<file path="config.mk">
export PLATFORM = sky130hd
export DESIGN_NAME = updown_mod_counter
export DESIGN_NICKNAME = d
export VERILOG_FILES = /design/src/rtl/counter_pkg.sv /design/src/rtl/counter_next_state.sv /design/src/rtl/updown_mod_counter.sv
export SDC_FILE = /design/constraint.sdc
export NUM_CORES = 1
export LEC_CHECK = 0
export ABC_AREA = 1
export CAP_MARGIN = 5
export CORE_AREA = 2 2 39 41
export CTS_BUF_LIST = sky130_fd_sc_hd__clkbuf_4 sky130_fd_sc_hd__clkbuf_8 sky130_fd_sc_hd__clkbuf_16
export CTS_CLUSTER_DIAMETER = 50
export DETAILED_ROUTE_END_ITERATION = 8
export DIE_AREA = 0 0 41 43
export REMOVE_ABC_BUFFERS = 1
export SYNTH_ARGS = -nofsm -noshare
export SYNTH_HDL_FRONTEND = slang
export SYNTH_HIERARCHICAL = 1
export SYNTH_SLANG_ARGS = --single-unit
</file>
<file path="constraint.sdc">
create_clock -name CLK -period 3.2 [get_ports CLK]
set_input_delay 0.48 -clock CLK [delete_from_list [all_inputs] [get_ports CLK]]
set_output_delay 0.48 -clock CLK [all_outputs]
set_load 0.005 [all_outputs]
</file>
<file path="src/rtl/counter_pkg.sv">
// Shared definitions for updown_mod_counter: operation codes, direction
// constants and the modulus range check.
package counter_pkg;

    localparam logic DIR_DOWN = 1'b0;
    localparam logic DIR_UP   = 1'b1;

    typedef enum logic [1:0] {
        OP_HOLD  = 2'd0,
        OP_STEP  = 2'd1,
        OP_LOAD  = 2'd2,
        OP_CLEAR = 2'd3
    } op_t;

    function automatic bit modulo_ok(input int width, input int modulo);
        return (width >= 1) && (width <= 16) &&
               (modulo >= 2) && (modulo <= (1 << width));
    endfunction

    // Largest count value; collapses to 0 for illegal settings so the
    // elaboration check in the top is the only error reported.
    function automatic int max_count(input int width, input int modulo);
        return modulo_ok(width, modulo) ? (modulo - 1) : 0;
    endfunction

endpackage

</file>
<file path="src/rtl/counter_next_state.sv">
// Combinational next-count logic for updown_mod_counter.
// Saturating steps when UPDOWN_MOD_COUNTER_SAT_EN is defined, wrapping otherwise.
module counter_next_state
    import counter_pkg::*;
#(
    parameter int WIDTH  = 4,
    parameter int MODULO = 16
) (
    input  logic [WIDTH-1:0] A,
    input  logic [WIDTH-1:0] I,
    input  op_t              op,
    input  logic             Up,
    output logic [WIDTH-1:0] next_a,
    output logic             term_match
);

    localparam logic [WIDTH-1:0] MAX = WIDTH'(max_count(WIDTH, MODULO));

    logic             at_max;
    logic             at_zero;
    logic             above_max;
    logic [WIDTH-1:0] step_val;

    assign at_max    = (A == MAX);
    assign at_zero   = (A == '0);
    assign above_max = (A > MAX);

    // Never true for an out-of-range A, since both compares are exact.
    assign term_match = (Up == DIR_UP) ? at_max : at_zero;

    always_comb begin
        step_val = A;
`ifdef UPDOWN_MOD_COUNTER_SAT_EN
        if (Up == DIR_UP) begin
            step_val = (at_max || above_max) ? MAX : A + WIDTH'(1);
        end else if (at_zero) begin
            step_val = '0;
        end else begin
            step_val = (above_max && (A - WIDTH'(1) > MAX)) ? MAX : A - WIDTH'(1);
        end
`else
        if (Up == DIR_UP) begin
            step_val = (at_max || above_max) ? '0 : A + WIDTH'(1);
        end else begin
            step_val = (at_zero || above_max) ? MAX : A - WIDTH'(1);
        end
`endif
    end

    always_comb begin
        next_a = A;
        case (op)
            OP_CLEAR: next_a = '0;
            OP_LOAD:  next_a = I;
            OP_STEP:  next_a = step_val;
            default:  next_a = A;
        endcase
    end

endmodule

</file>
<file path="src/rtl/updown_mod_counter.sv">
// Up/down modulo counter with load, enable and cascade carry.
// Define UPDOWN_MOD_COUNTER_SAT_EN for saturating instead of wrapping steps.
module updown_mod_counter
    import counter_pkg::*;
#(
    parameter int WIDTH  = 4,
    parameter int MODULO = 16
) (
    input  logic             CLK,
    input  logic             Clear,
    input  logic             Load,
    input  logic             Count,
    input  logic             Up,
    input  logic [WIDTH-1:0] I,
    output logic [WIDTH-1:0] A,
    output logic             C_out,
    output logic             Zero
);

    generate
        if (!modulo_ok(WIDTH, MODULO)) begin : g_bad_param
            $error("updown_mod_counter: WIDTH must be 1..16 and MODULO 2..2**WIDTH");
        end
    endgenerate

    op_t              op;
    logic [WIDTH-1:0] next_a;
    logic             term_match;

    always_comb begin
        if (Clear)      op = OP_CLEAR;
        else if (Load)  op = OP_LOAD;
        else if (Count) op = OP_STEP;
        else            op = OP_HOLD;
    end

    counter_next_state #(
        .WIDTH  (WIDTH),
        .MODULO (MODULO)
    ) u_next (
        .A          (A),
        .I          (I),
        .op         (op),
        .Up         (Up),
        .next_a     (next_a),
        .term_match (term_match)
    );

    // Zero tracks the value being written so it never lags A.
    always_ff @(posedge CLK) begin
        A    <= next_a;
        Zero <= (next_a == '0);
    end

    assign C_out = (op == OP_STEP) && term_match;

endmodule

</file>
==> impl_summary.log <==
[metrics] status: completed
[metrics] Post-Syn Instances: a little over 70
[metrics] ys async rst share: 0%
[metrics] dominant cell type by area after synthesis: sky130_fd_sc_hd__dfxtp_1
[metrics] TritonCTS buffer count: 3
[metrics] initial antenna violation count: 0
[metrics] Synth Warn #: 6
[metrics] slowest stage cell, crit path: sky130_fd_sc_hd__clkdlybuf4s50_1
[metrics] final count of pins violating max slew: 0
[metrics] Synth top cells by count: 22 x sky130_fd_sc_hd__nand2_1, 12 x sky130_fd_sc_hd__nand3_1, 11 x sky130_fd_sc_hd__inv_1, 5 x sky130_fd_sc_hd__dfxtp_1, 4 x sky130_fd_sc_hd__nor2_2
[metrics] number of enable flip-flop cells after synthesis: 0
[metrics] top post-synthesis cells by area: sky130_fd_sc_hd__dfxtp_1 23%, sky130_fd_sc_hd__nand2_1 19%, sky130_fd_sc_hd__nand3_1 14%
[metrics] Worst R2R Path Depth: 8
[metrics] leakage power: 0.291 nW
[metrics] Synth Register Bits: 5
[metrics] number of global-route vias before repair: 418
[metrics] number of placement rows: 14
[metrics] hold-critical path endpoint: A[1]
[metrics] Final Routed Wirelength: 964 um
[metrics] Max rail drop VDD: 0.000238 V
[metrics] maximum fanout encountered on the critical timing path: 4
[metrics] Die ar.: between 1500 and 2000 um^2
[metrics] cell area after technology mapping: 428 um^2
[metrics] Max Freq: 412 MHz
[metrics] slew at the pin with the worst max-slew slack: 0.357 ns
[metrics] portion of the clock cycle consumed by the worst path in the final layout: 75.9%
[metrics] Antenna Violating Nets Remaining: 0
[metrics] sum of overflow across all layers after global routing: 0
[metrics] headroom to the max-slew limit: 76.2%
[metrics] Gates resized, CTS repair: 0
[metrics] hold crit path type: register to register
[metrics] power density normalized to cell area: just under 400 nW/um^2
[metrics] number of H-tree levels: 1
[metrics] GRT Resource Usage Total: 12.8%
[metrics] RSZ-0062 raised after global routing: no
[metrics] predominant post-synthesis flop cell: sky130_fd_sc_hd__dfxtp_1
[metrics] Routed wire per std cell: between 9 and 10 um
[metrics] slowest stage delay, CP: 0.53 ns
[metrics] global-route wire length before repair: 1.57 mm
[metrics] Finish-stage setup viols: 0
[metrics] setup TNS after final layout: 0 ns
[metrics] Avg Inst Size Synth: 5.94 um^2
[metrics] most numerous cell in the Yosys netlist: sky130_fd_sc_hd__nand2_1
[metrics] TritonCTS clock tree: done
[metrics] largest net degree at the start of global routing: 9
[metrics] CP required: approximately 2.7 ns
[metrics] Worst Clk Skew: 0.00302 ns
[metrics] DIE HEIGHT: 43 um
[metrics] routability-driven placement congestion ratio: approximately 0.81
[metrics] area grow syn2layout: 41.8%
[metrics] start point of the worst min-delay path: A[1]
[metrics] count of boundary I/O pins: 15
[metrics] HPWL after detailed placement: 729 um
[metrics] Final Core Density: 43.9%
[metrics] maximum count of clock buffers along a single path: 2
[metrics] drt drc: 0
[metrics] total number of vias: ~480
[metrics] fraction of post-synthesis cell area in the top cell type by area: between 20% and 30%
[metrics] endpoints failing hold: 0
[metrics] cells along the critical path: clkdlybuf4s50_1 -> nand2_1 -> o21ai_0 -> nand2_1 -> nor2_2 -> clkdlybuf4s50_1
[metrics] detail-routed via count per cell: 4.52
[metrics] shortest clock period the worst path allows after layout: 2.43 ns
[metrics] Worst EP arrival: 1.95 ns
[metrics] Root Buffer: sky130_fd_sc_hd__clkbuf_4
[metrics] Horiz. Die Dim: 41 um
[metrics] Overall Power: 0.000237 W
[metrics] Clock Latency Late Sink: approximately 0.24 ns
[metrics] Initial Util: 30.9%
[metrics] Hold Path Cell Cnt: 2
[metrics] Reg clk slew, reported paths: 0.04 ns
[metrics] core area: ~1400 um^2
[metrics] Seq/Total Area, Yosys: 23.4%
[metrics] antenna diode count: 0
[metrics] post-CTS setup buffers: 0
[metrics] quantity of hold-fixing buffers added after cts: 0
[metrics] post-synthesis cell type count: 18
[metrics] startpoint-to-endpoint class of the critical path: input port to output port
[metrics] # port buffers: 14
[metrics] Worst R2R Setup Slack: 1.67 ns
[metrics] nets@finish: 101
[metrics] number of sinks driven by the clock tree: 5
[metrics] reg-to-reg critical path endpoint: Zero
[metrics] 1st-iter DRT viols: 25
[metrics] origin of the critical flop-to-flop path: A[0]
[metrics] fraction of layout instances using a drive strength above 1: 14.6%
[metrics] endpoint type of the worst setup path: output port
[metrics] first-pass detailed-route iteration total: 4
[metrics] Critical Path Start Type: input port
[metrics] maxcap violations: 0
-- flip-flops by register name, summed over array words and instances (netlist names) --
register / cells
Zero: 1
A: 4
-- worst max-delay path: cells and delay by family --
kind	cells	cell delay, ns
AO/OA/AOI/OAI	1	0.16
AND/OR/NAND/NOR	3	0.28
buffers and inverters	2	1.03
-- layout make-up --
cell class	count	area, um^2
fill	149	777
multi-input combinational	53	268
timing repair buffer	14	140
sequential	5	100
inverter	13	48.8
clock buffer	4	30.0
tap	16	20.0
-- metrics by stage --
step                      instance area, um^2  setup WS (ns)  hold slack, ns  instances
after floorplan                           417           1.74           0.562         71
after global placement                    577          0.779           0.609        101
after detailed placement                  577          0.770           0.607        101
after CTS                                 607          0.760           0.616        105
after global routing                      607          0.706           0.644        105
final                                     607          0.773           0.615        105
-- cells in the final DEF, fill, tap and decap left out, drive strengths merged --
cell type and count:
nor2 7, nor3 1, dfxtp 5, a21oi 1, clkbuf 4, clkdlybuf4s50 14, inv 13, or2 1
xor2 1, o21ai 2, nand3 13, nand4 1, ha 2, nand2 24
-- kinds of logic (layout without fill, tap and decap cells) --
logic type,after synthesis,count (layout),share of synthesized area (%)
fa+ha+maj,2,2,5.85
flops,5,5,23.4
compound gates,3,3,3.51
simple gates,47,47,51.2
buf+inv,14,31,14.0
xor+xnor,1,1,2.05
-- where the power goes --
group / switching, W / leakage (nW) / internal, W / total, W
Clock: 0.0000257 / 0.0184 / 0.0000556 / 0.0000813
Combinational: 0.0000335 / 0.231 / 0.0000398 / 0.0000733
Sequential: 0.0000126 / 0.0417 / 0.0000703 / 0.0000829
Total: 0.0000718 / 0.291 / 0.000166 / 0.000237
-- worst max-delay path by stage --
stage	start	to	slack (ns)
floorplan	A[0]	C_out	1.74
global placement	Up	C_out	0.78
detailed placement	Up	C_out	0.77
CTS	Up	C_out	0.76
global route	Up	C_out	0.71
finish	Up	C_out	0.77
-- layer usage --
metal,global-route usage [%],routed length [um]
met5,0,0
met4,6.00,0
met2,19.1,475
met1,16.4,442
met3,3.14,46
Power figures use the tool's default switching activity.
